--- src/rtl/pipeline_hazard_ctrl_pkg.sv ---
// Shared definitions for the pipeline hazard controller: FSM encodings,
// counter width and the default M-extension latencies.
package pipeline_hazard_ctrl_pkg;

  typedef enum logic {
    ST_RUN         = 1'b0,
    ST_MULDIV_WAIT = 1'b1
  } state_e;

  localparam int CNT_W           = 6;
  localparam int DEF_MUL_LATENCY = 3;
  localparam int DEF_DIV_LATENCY = 33;

endpackage

--- src/rtl/pipeline_hazard_ctrl_muldiv_latency_counter.sv ---
// Loadable, enable-gated 6-bit down-counter with zero flag.
// Load wins over enable; reset clears the count.
module muldiv_latency_counter
  import pipeline_hazard_ctrl_pkg::*;
(
  input  logic             i_clk,
  input  logic             i_rst_n,
  input  logic             i_load,
  input  logic [CNT_W-1:0] i_load_val,
  input  logic             i_en,
  output logic [CNT_W-1:0] o_cnt,
  output logic             o_zero
);

  logic [CNT_W-1:0] r_cnt;

  always_ff @(posedge i_clk or negedge i_rst_n) begin
    if (!i_rst_n) begin
      r_cnt <= '0;
    end else if (i_load) begin
      r_cnt <= i_load_val;
    end else if (i_en) begin
      r_cnt <= r_cnt - 1'b1;
    end
  end

  assign o_cnt  = r_cnt;
  assign o_zero = (r_cnt == '0);

endmodule

--- src/rtl/pipeline_hazard_ctrl.sv ---
// Pipeline hazard controller: memory freeze, multi-cycle MUL/DIV stall,
// branch flush and load-use stall for a 5-stage pipeline.
module pipeline_hazard_ctrl
  import pipeline_hazard_ctrl_pkg::*;
#(
  parameter int MUL_LATENCY = DEF_MUL_LATENCY,
  parameter int DIV_LATENCY = DEF_DIV_LATENCY
) (
  input  logic       i_clk,
  input  logic       i_rst_n,
  input  logic       i_imem_busywait,
  input  logic       i_dmem_busywait,
  input  logic [4:0] i_id_rs1,
  input  logic [4:0] i_id_rs2,
  input  logic [4:0] i_ex_rd,
  input  logic       i_ex_mem_read,
  input  logic       i_ex_branch_taken,
  input  logic       i_ex_muldiv_start,
  input  logic       i_ex_muldiv_is_div,
  output logic       o_pc_hold,
  output logic       o_if_id_hold,
  output logic       o_id_ex_hold,
  output logic       o_ex_mem_hold,
  output logic       o_mem_wb_hold,
  output logic       o_if_id_flush,
  output logic       o_id_ex_flush,
  output logic       o_ex_mem_flush,
  output logic       o_muldiv_done,
  output logic       o_muldiv_busy
);

  localparam logic [CNT_W-1:0] MUL_LOAD = CNT_W'(MUL_LATENCY - 1);
  localparam logic [CNT_W-1:0] DIV_LOAD = CNT_W'(DIV_LATENCY - 1);

  state_e           r_state;
  state_e           w_state_nxt;
  logic             w_freeze;
  logic             w_load_use;
  logic             w_cnt_load;
  logic             w_cnt_en;
  logic [CNT_W-1:0] w_cnt_load_val;
  logic [CNT_W-1:0] w_cnt;
  logic             w_cnt_zero;

  assign w_freeze   = i_imem_busywait | i_dmem_busywait;
  assign w_load_use = i_ex_mem_read && (i_ex_rd != 5'd0) &&
                      ((i_ex_rd == i_id_rs1) || (i_ex_rd == i_id_rs2));
  assign w_cnt_load_val = i_ex_muldiv_is_div ? DIV_LOAD : MUL_LOAD;

  always_ff @(posedge i_clk or negedge i_rst_n) begin
    if (!i_rst_n) begin
      r_state <= ST_RUN;
    end else begin
      r_state <= w_state_nxt;
    end
  end

  always_comb begin
    w_state_nxt    = r_state;
    w_cnt_load     = 1'b0;
    w_cnt_en       = 1'b0;
    o_pc_hold      = 1'b0;
    o_if_id_hold   = 1'b0;
    o_id_ex_hold   = 1'b0;
    o_ex_mem_hold  = 1'b0;
    o_mem_wb_hold  = 1'b0;
    o_if_id_flush  = 1'b0;
    o_id_ex_flush  = 1'b0;
    o_ex_mem_flush = 1'b0;
    // Outputs are gated by reset so the pipeline sees no stall while held in reset.
    if (!i_rst_n) begin
      w_state_nxt = ST_RUN;
    end else if (w_freeze) begin
      o_pc_hold     = 1'b1;
      o_if_id_hold  = 1'b1;
      o_id_ex_hold  = 1'b1;
      o_ex_mem_hold = 1'b1;
      o_mem_wb_hold = 1'b1;
    end else if (r_state == ST_MULDIV_WAIT) begin
      if (w_cnt_zero) begin
        w_state_nxt = ST_RUN;
      end else begin
        // Keep the M-instruction in EX and feed bubbles downstream.
        o_pc_hold      = 1'b1;
        o_if_id_hold   = 1'b1;
        o_id_ex_hold   = 1'b1;
        o_ex_mem_flush = 1'b1;
        w_cnt_en       = 1'b1;
      end
    end else if (i_ex_branch_taken) begin
      o_if_id_flush = 1'b1;
      o_id_ex_flush = 1'b1;
    end else if (w_load_use) begin
      o_pc_hold     = 1'b1;
      o_if_id_hold  = 1'b1;
      o_id_ex_flush = 1'b1;
    end else if (i_ex_muldiv_start) begin
      w_state_nxt = ST_MULDIV_WAIT;
      w_cnt_load  = 1'b1;
    end
  end

  // DONE/BUSY depend only on state and count; a freeze at count zero extends DONE.
  assign o_muldiv_busy = i_rst_n && (r_state == ST_MULDIV_WAIT);
  assign o_muldiv_done = o_muldiv_busy && w_cnt_zero;

  muldiv_latency_counter u_cnt (
    .i_clk      (i_clk),
    .i_rst_n    (i_rst_n),
    .i_load     (w_cnt_load),
    .i_load_val (w_cnt_load_val),
    .i_en       (w_cnt_en),
    .o_cnt      (w_cnt),
    .o_zero     (w_cnt_zero)
  );

endmodule
--- config.mk ---
export PLATFORM = sky130hd
export DESIGN_NAME = pipeline_hazard_ctrl
export DESIGN_NICKNAME = d
export VERILOG_FILES = /design/src/rtl/pipeline_hazard_ctrl_pkg.sv /design/src/rtl/pipeline_hazard_ctrl_muldiv_latency_counter.sv /design/src/rtl/pipeline_hazard_ctrl.sv
export SDC_FILE = /design/constraint.sdc
export NUM_CORES = 1
export LEC_CHECK = 0
export ABC_AREA = 1
export CAP_MARGIN = 20
export CORE_MARGIN = 2
export CORE_UTILIZATION = 41
export CTS_BUF_LIST = sky130_fd_sc_hd__clkbuf_16
export CTS_CLUSTER_DIAMETER = 30
export DETAILED_ROUTE_END_ITERATION = 16
export HOLD_SLACK_MARGIN = 0.06
export PLACE_DENSITY = 0.78
export SYNTH_ARGS = -nofsm -noshare
export SYNTH_HDL_FRONTEND = slang
export SYNTH_HIERARCHICAL = 1
export SYNTH_SLANG_ARGS = --single-unit
--- constraint.sdc ---
create_clock -name i_clk -period 2 [get_ports i_clk]
set_input_delay 0.3 -clock i_clk [delete_from_list [all_inputs] [get_ports i_clk]]
set_output_delay 0.3 -clock i_clk [all_outputs]
set_load 0.1 [all_outputs]
After elaboration in Yosys (flattened, before gate mapping)
Index checks and enable logic that the tools add are counted.
{"block": "totals", "ff_bits": 7, "latch_bits": 0, "ramBits": 0, "romBits": 0, "inputBits": 23, "out_inout_bits": 10, "wordCells": 48, "mem_count": 0}
{"block": "classes", "n_addsub": 1, "multipliers": 0, "div": 0, "order_cmp": 0, "eq_ne": 3, "shift": 0, "muxes": 33, "n_bitwise": 1, "n_reduce_logical": 8}
{"operator": "$mux 1", "count": 30}
{"operator": "$mux 6", "count": 3}
{"operator": "$eq 5x5->1", "count": 2}
{"operator": "$logic_not 6->1", "count": 1}
{"operator": "$sub 6x1->6 const B", "count": 1}
{"operator": "$reduce_bool 5->1", "count": 1}
{"operator": "$logic_and 1x1->1", "count": 4}
{"operator": "$ne 2x2->1 const B", "count": 1}
{"operator": "$reduce_bool 2->1", "count": 1}
{"operator": "$logic_or 1x1->1", "count": 1}
{"operator": "$or 1x1->1", "count": 1}

Depth between registers and ports, before layout
{"block": "logic_depth", "word_depth": 9, "ltp_mapped": 15, "ltp_nobuf": 14}

Cells and area by module
The synthesis kept the hierarchy.
{"mod": "muldiv_latency_counter", "instances": 1, "cells_each": 51, "area_each_um2": 397.9, "seq_area_each_um2": 150.1}
{"mod": "pipeline_hazard_ctrl", "instances": 1, "cells_each": 80, "area_each_um2": 365.4, "seq_area_each_um2": 25.0}

Worst setup path after synthesis
OpenSTA, ideal clock, no wires.
{"block": "synth_timing", "kind": "register to register", "startpoint": "reg u_cnt.r_cnt[0] (netlist: u_cnt/o_cnt[0])", "endpoint": "reg u_cnt.r_cnt[4] (netlist: u_cnt/o_cnt[4])", "setup_ns": 0.074, "arrival_ns": 3.602, "path_slack_ns": -1.676, "path_stages_with_launch": 10, "path_buffers": 0, "synth_period_minus_slack_ns": 3.676, "path_cell_list": "dfrtp_1 inv_1 ha_1 nand3_1 nor3_1 nor3_1 nand2_2 inv_2 nand2_1 o21ai_2"}
{"block": "synth_via", "elab_chain_len": 6}
{"element": "from (decl)", "line_no": "pipeline_hazard_ctrl_muldiv_latency_counter.sv:15", "rtl": "logic [CNT_W-1:0] r_cnt;"}
{"element": "from (signal assigned)", "line_no": "pipeline_hazard_ctrl_muldiv_latency_counter.sv:21", "rtl": "r_cnt <= i_load_val;"}
{"element": "from (signal assigned)", "line_no": "pipeline_hazard_ctrl_muldiv_latency_counter.sv:23", "rtl": "r_cnt <= r_cnt - 1'b1;"}
{"element": "$logic_not 6->1", "line_no": "pipeline_hazard_ctrl_muldiv_latency_counter.sv:28", "rtl": "assign o_zero = (r_cnt == '0);"}
{"element": "named net w_cnt_zero", "line_no": "pipeline_hazard_ctrl.sv:43", "rtl": "logic w_cnt_zero;"}
{"element": "$mux 1 (4 in a row)"}
{"element": "named net o_ex_mem_flush", "line_no": "pipeline_hazard_ctrl.sv:27", "rtl": "output logic o_ex_mem_flush,"}
{"element": "$reduce_bool 2->1 (no source line)"}
The timed path passes the listed nets, and every way through them passes these cells. The select of a mux whose other input is x is not followed.
A chain may end at the register's enable or synchronous reset.

Final worst setup path
{"block": "layout_timing", "startpoint": "reg u_cnt.r_cnt[1] (netlist: u_cnt/o_cnt[1])", "endpoint": "out o_pc_hold"}
{"block": "layout_via", "elab_chain_len": 5}
{"element": "$logic_not 6->1", "line_no": "pipeline_hazard_ctrl_muldiv_latency_counter.sv:28"}
{"element": "named net w_cnt_zero", "line_no": "pipeline_hazard_ctrl.sv:43"}
{"element": "$mux 1", "line_no": "pipeline_hazard_ctrl.sv:80", "rtl": "if (w_cnt_zero) begin"}
{"element": "$mux 1", "line_no": "pipeline_hazard_ctrl.sv:79", "rtl": "end else if (r_state == ST_MULDIV_WAIT) begin"}
{"element": "$mux 1", "line_no": "pipeline_hazard_ctrl.sv:73", "rtl": "end else if (w_freeze) begin"}
{"element": "$mux 1", "line_no": "pipeline_hazard_ctrl.sv:71", "rtl": "if (!i_rst_n) begin"}
{"element": "to (decl)", "line_no": "pipeline_hazard_ctrl.sv:20", "rtl": "output logic o_pc_hold,"}
The timed path passes the listed nets, and every way through them passes these cells.

==> flow_metrics.tcl <==
set metrics [dict create \
    worstSetupPathType "register to output port" \
    cp-start-kind "register" \
    track_usage_pct 23.5 \
    ctsHtreeMaxLevel 1 \
    crit_slowest_cell "dfrtp_1" \
    rows 15 \
    netSwitchingFraction_pct 39.6 \
    failed_checks "negative setup slack" \
    crit_required_ns 1.70 \
    clkTransAtPathRegs_ns 0.04 \
    crit_chain "inv_2, ha_4, nand3_4, nor3_4, inv_2, a21oi_4, nand2_8, buf_12" \
    core_area_sq_um 1750 \
    drive_gt1_share_pct 30.3 \
    path_common_cell "inv_2" \
    ys_ff_latch 7 \
    period_share_pct 101 \
    p_leak_nw 0.805 \
    post-place-ws_ns -0.0820 \
    yosysWarnings 6 \
    clk_latency_ns 0.23 \
    critPathArrivalTime_ns 1.71 \
    grt_max_degree 9 \
    power_density_nw_per_um2 761 \
    endpoint_kind "output port" \
    numCtsBuffers 3 \
    routedWlPerCell_um 14.0 \
    die-area_sq_um 2220 \
    clock_power_share_pct 29.4 \
    setup_viol 3 \
    antenna_found_initial 0 \
    run_status "finished, violations left" \
    reg2reg_depth 9 \
    clock_skew_ns 0.00245 \
    vias 1024 \
    fillCellCount 107 \
    cts_sinks 7 \
    synth-seq-area-share_pct 23.0 \
    via_per_inst 5.04 \
    final_nets 204 \
    whs_ns 0.440 \
    hold_buffers 0 \
    globalplace.congestion 0.886 \
    hp-class "input port to asynchronous set/reset pin" \
    cts_buffer_depth 2 \
    crit_fanout 2 \
    maxCapViolations 0 \
    chipWidth_um 47.1 \
    power_frac_comb_pct 49.8 \
    ant_nets 0 \
    max-vdd-ir-drop_mv 0.700 \
    root_buffer "clkbuf_16" \
    area_growth_pct 95.2 \
    synthesis.instances 131 \
    grt_pass1_vias 875 \
    p_seq_share_pct 20.8 \
    intPower_mw 0.685 \
    final_hold_viol_count 0 \
    fin_crit_ns 2.01 \
    io_buffers 32 \
    die_height_um 47.1 \
    finish.utilization_pct 85.4 \
    overflow 0 \
    routed_wl_um 2840 \
    drtPass1Iterations 4 \
    finalSetupTns_ns -0.0337 \
    start_util_pct 43.7 \
    drt_iter0_drc 31 \
    diodes 0 \
    synthDistinctLibCells 23 \
    clock.fmax_ghz 0.496 \
    synthesis.area_sq_um 763 \
    avgSynthCellArea_sq_um 5.83 \
    io_pins 33 \
    grt_pass1_wl_um 3610 \
    dp_hpwl_um 1780 \
    cpPeakStageDelay_ns 0.40 \
    rsz0062_at_grt "yes" \
    drc_errors 0 \
    switching_power_mw 0.450 \
    cts_tree "built" \
    setup_ws_ns -0.0144 \
    slew_violations 0 \
]
per-layer routing:
metal | share of wire [%] | GRT usage, % | vias to the layer above
li1 | - | - | 485
met1 | 35 | 26.2 | 474
met2 | 55 | 45.5 | 52
met3 | 5.4 | 4.62 | 13
met4 | 3.9 | 5.00 | 0
met5 | 0 | 0 | -
placed cells by master (no fill, tap or decap), drive strengths merged, types with 3 or more instances in the layout:
cell,count
nor3,3
dlymetal6s2s,5
o21ai,5
clkbuf,3
nand3,9
conb,4
buf,21
a22oi,4
clkdlybuf4s50,11
inv,30
nor2,16
dfrtp,7
xnor2,3
dlygate4sd2,6
nand2,43
worst paths after layout:
kind / from / endpoint / slack (ns)
min in group i_clk: u_cnt/o_cnt[4]$_DFFE_PN0P_ / u_cnt/o_cnt[4]$_DFFE_PN0P_ / 0.54
setup reg to reg: u_cnt/o_cnt[1]$_DFFE_PN0P_ / u_cnt/o_cnt[0]$_DFFE_PN0P_ / 0.22
hold / removal: i_rst_n / u_cnt/o_cnt[1]$_DFFE_PN0P_ / 0.44
max in group asynchronous: i_rst_n / u_cnt/o_cnt[3]$_DFFE_PN0P_ / 1.42
setup / recovery: u_cnt/o_cnt[1]$_DFFE_PN0P_ / o_pc_hold / -0.01
hold reg to reg: u_cnt/o_cnt[4]$_DFFE_PN0P_ / u_cnt/o_cnt[4]$_DFFE_PN0P_ / 0.54
cell usage after synthesis:
library cell / instances / share of area [%]
nand2_1: 39 / 19
inv_1: 26 / 13
nor2_1: 14 / 6.9
nand3_1: 9 / 5.9
dfrtp_1: 7 / 23
a22oi_1: 4 / 3.9
inv_2: 4 / 2.0
nand2_2: 4 / 3.3
nor3_1: 3 / 2.0
o21ai_0: 3 / 2.0
xnor2_1: 3 / 3.4
buf_4: 2 / 2.0
ha_1: 2 / 3.3
nand4_1: 2 / 1.6
a21oi_1: 1 / 0.66
a21oi_2: 1 / 1.1
buf_6: 1 / 1.5
conb_1: 1 / 0.49
nor2_2: 1 / 0.82
nor2_4: 1 / 1.5
o211ai_1: 1 / 0.98
o21ai_1: 1 / 0.66
o21ai_2: 1 / 1.1
final cells by class:
cell class                      instances  area, sq um  area share [%]
Tap cell                               25         31.3            2.10
Multi-Input combinational cell         94          581            39.0
Sequential cell                         7          175            11.8
Timing Repair Buffer                   43          508            34.1
Inverter                               30          116            7.81
Clock inverter                          1         3.75           0.252
Clock buffer                            3         75.1            5.04
registers in the layout, indices dropped and copies added (netlist names):
register,cells
r_state,1
u_cnt/o_cnt,6
power by group through the flow:
stage | Combinational, mW | Clock, mW | Sequential [mW]
4_1_cts | 0.472 | 0.337 | 0.221
2_1_floorplan | 0.301 | 0 | 0.214
3_3_place_gp | 0.426 | 0 | 0.222
5_1_grt | 0.609 | 0.343 | 0.237
6_report | 0.566 | 0.334 | 0.235
3_5_place_dp | 0.437 | 0 | 0.223
metrics by stage:
| step | cells | instance area, sq um | power (mW) |
|---|---|---|---|
| 2_1_floorplan | 134 | 865 | 0.515 |
| 3_3_place_gp | 194 | 1320 | 0.649 |
| 3_5_place_dp | 194 | 1320 | 0.660 |
| 4_1_cts | 201 | 1430 | 1.03 |
| 5_1_grt | 203 | 1490 | 1.19 |
| 6_report | 203 | 1490 | 1.13 |
worst max-delay path: cells and delay by family (launching register included):
family | cells | cell delay, ns
buffers and inverters | 3 | 0.35
flip-flops | 1 | 0.40
adder cells (fa/ha/maj) | 1 | 0.14
AND/OR/NAND/NOR | 3 | 0.35
AO/OA/AOI/OAI | 1 | 0.24
kinds of logic after synthesis:
logic type | after synthesis | share of synthesized area (%)
AND/OR/NAND/NOR | 73 | 41.1
XOR/XNOR | 3 | 3.44
other | 1 | 0.491
buffers and inverters | 33 | 18.2
adder cells (fa/ha/maj) | 2 | 3.28
flip-flops | 7 | 23.0
AO/OA/AOI/OAI | 12 | 10.5
what timing repair did:
| item | 4_1_cts | 5_1_grt |
|---|---|---|
| pin swaps | 5 | 10 |
| setup buffers | 3 | 2 |
| resized for setup | 10 | 10 |
| gates cloned | 0 | 0 |
| setup endpoints to repair | 5 | 8 |
Note: power is estimated with default switching activity, not from simulation.
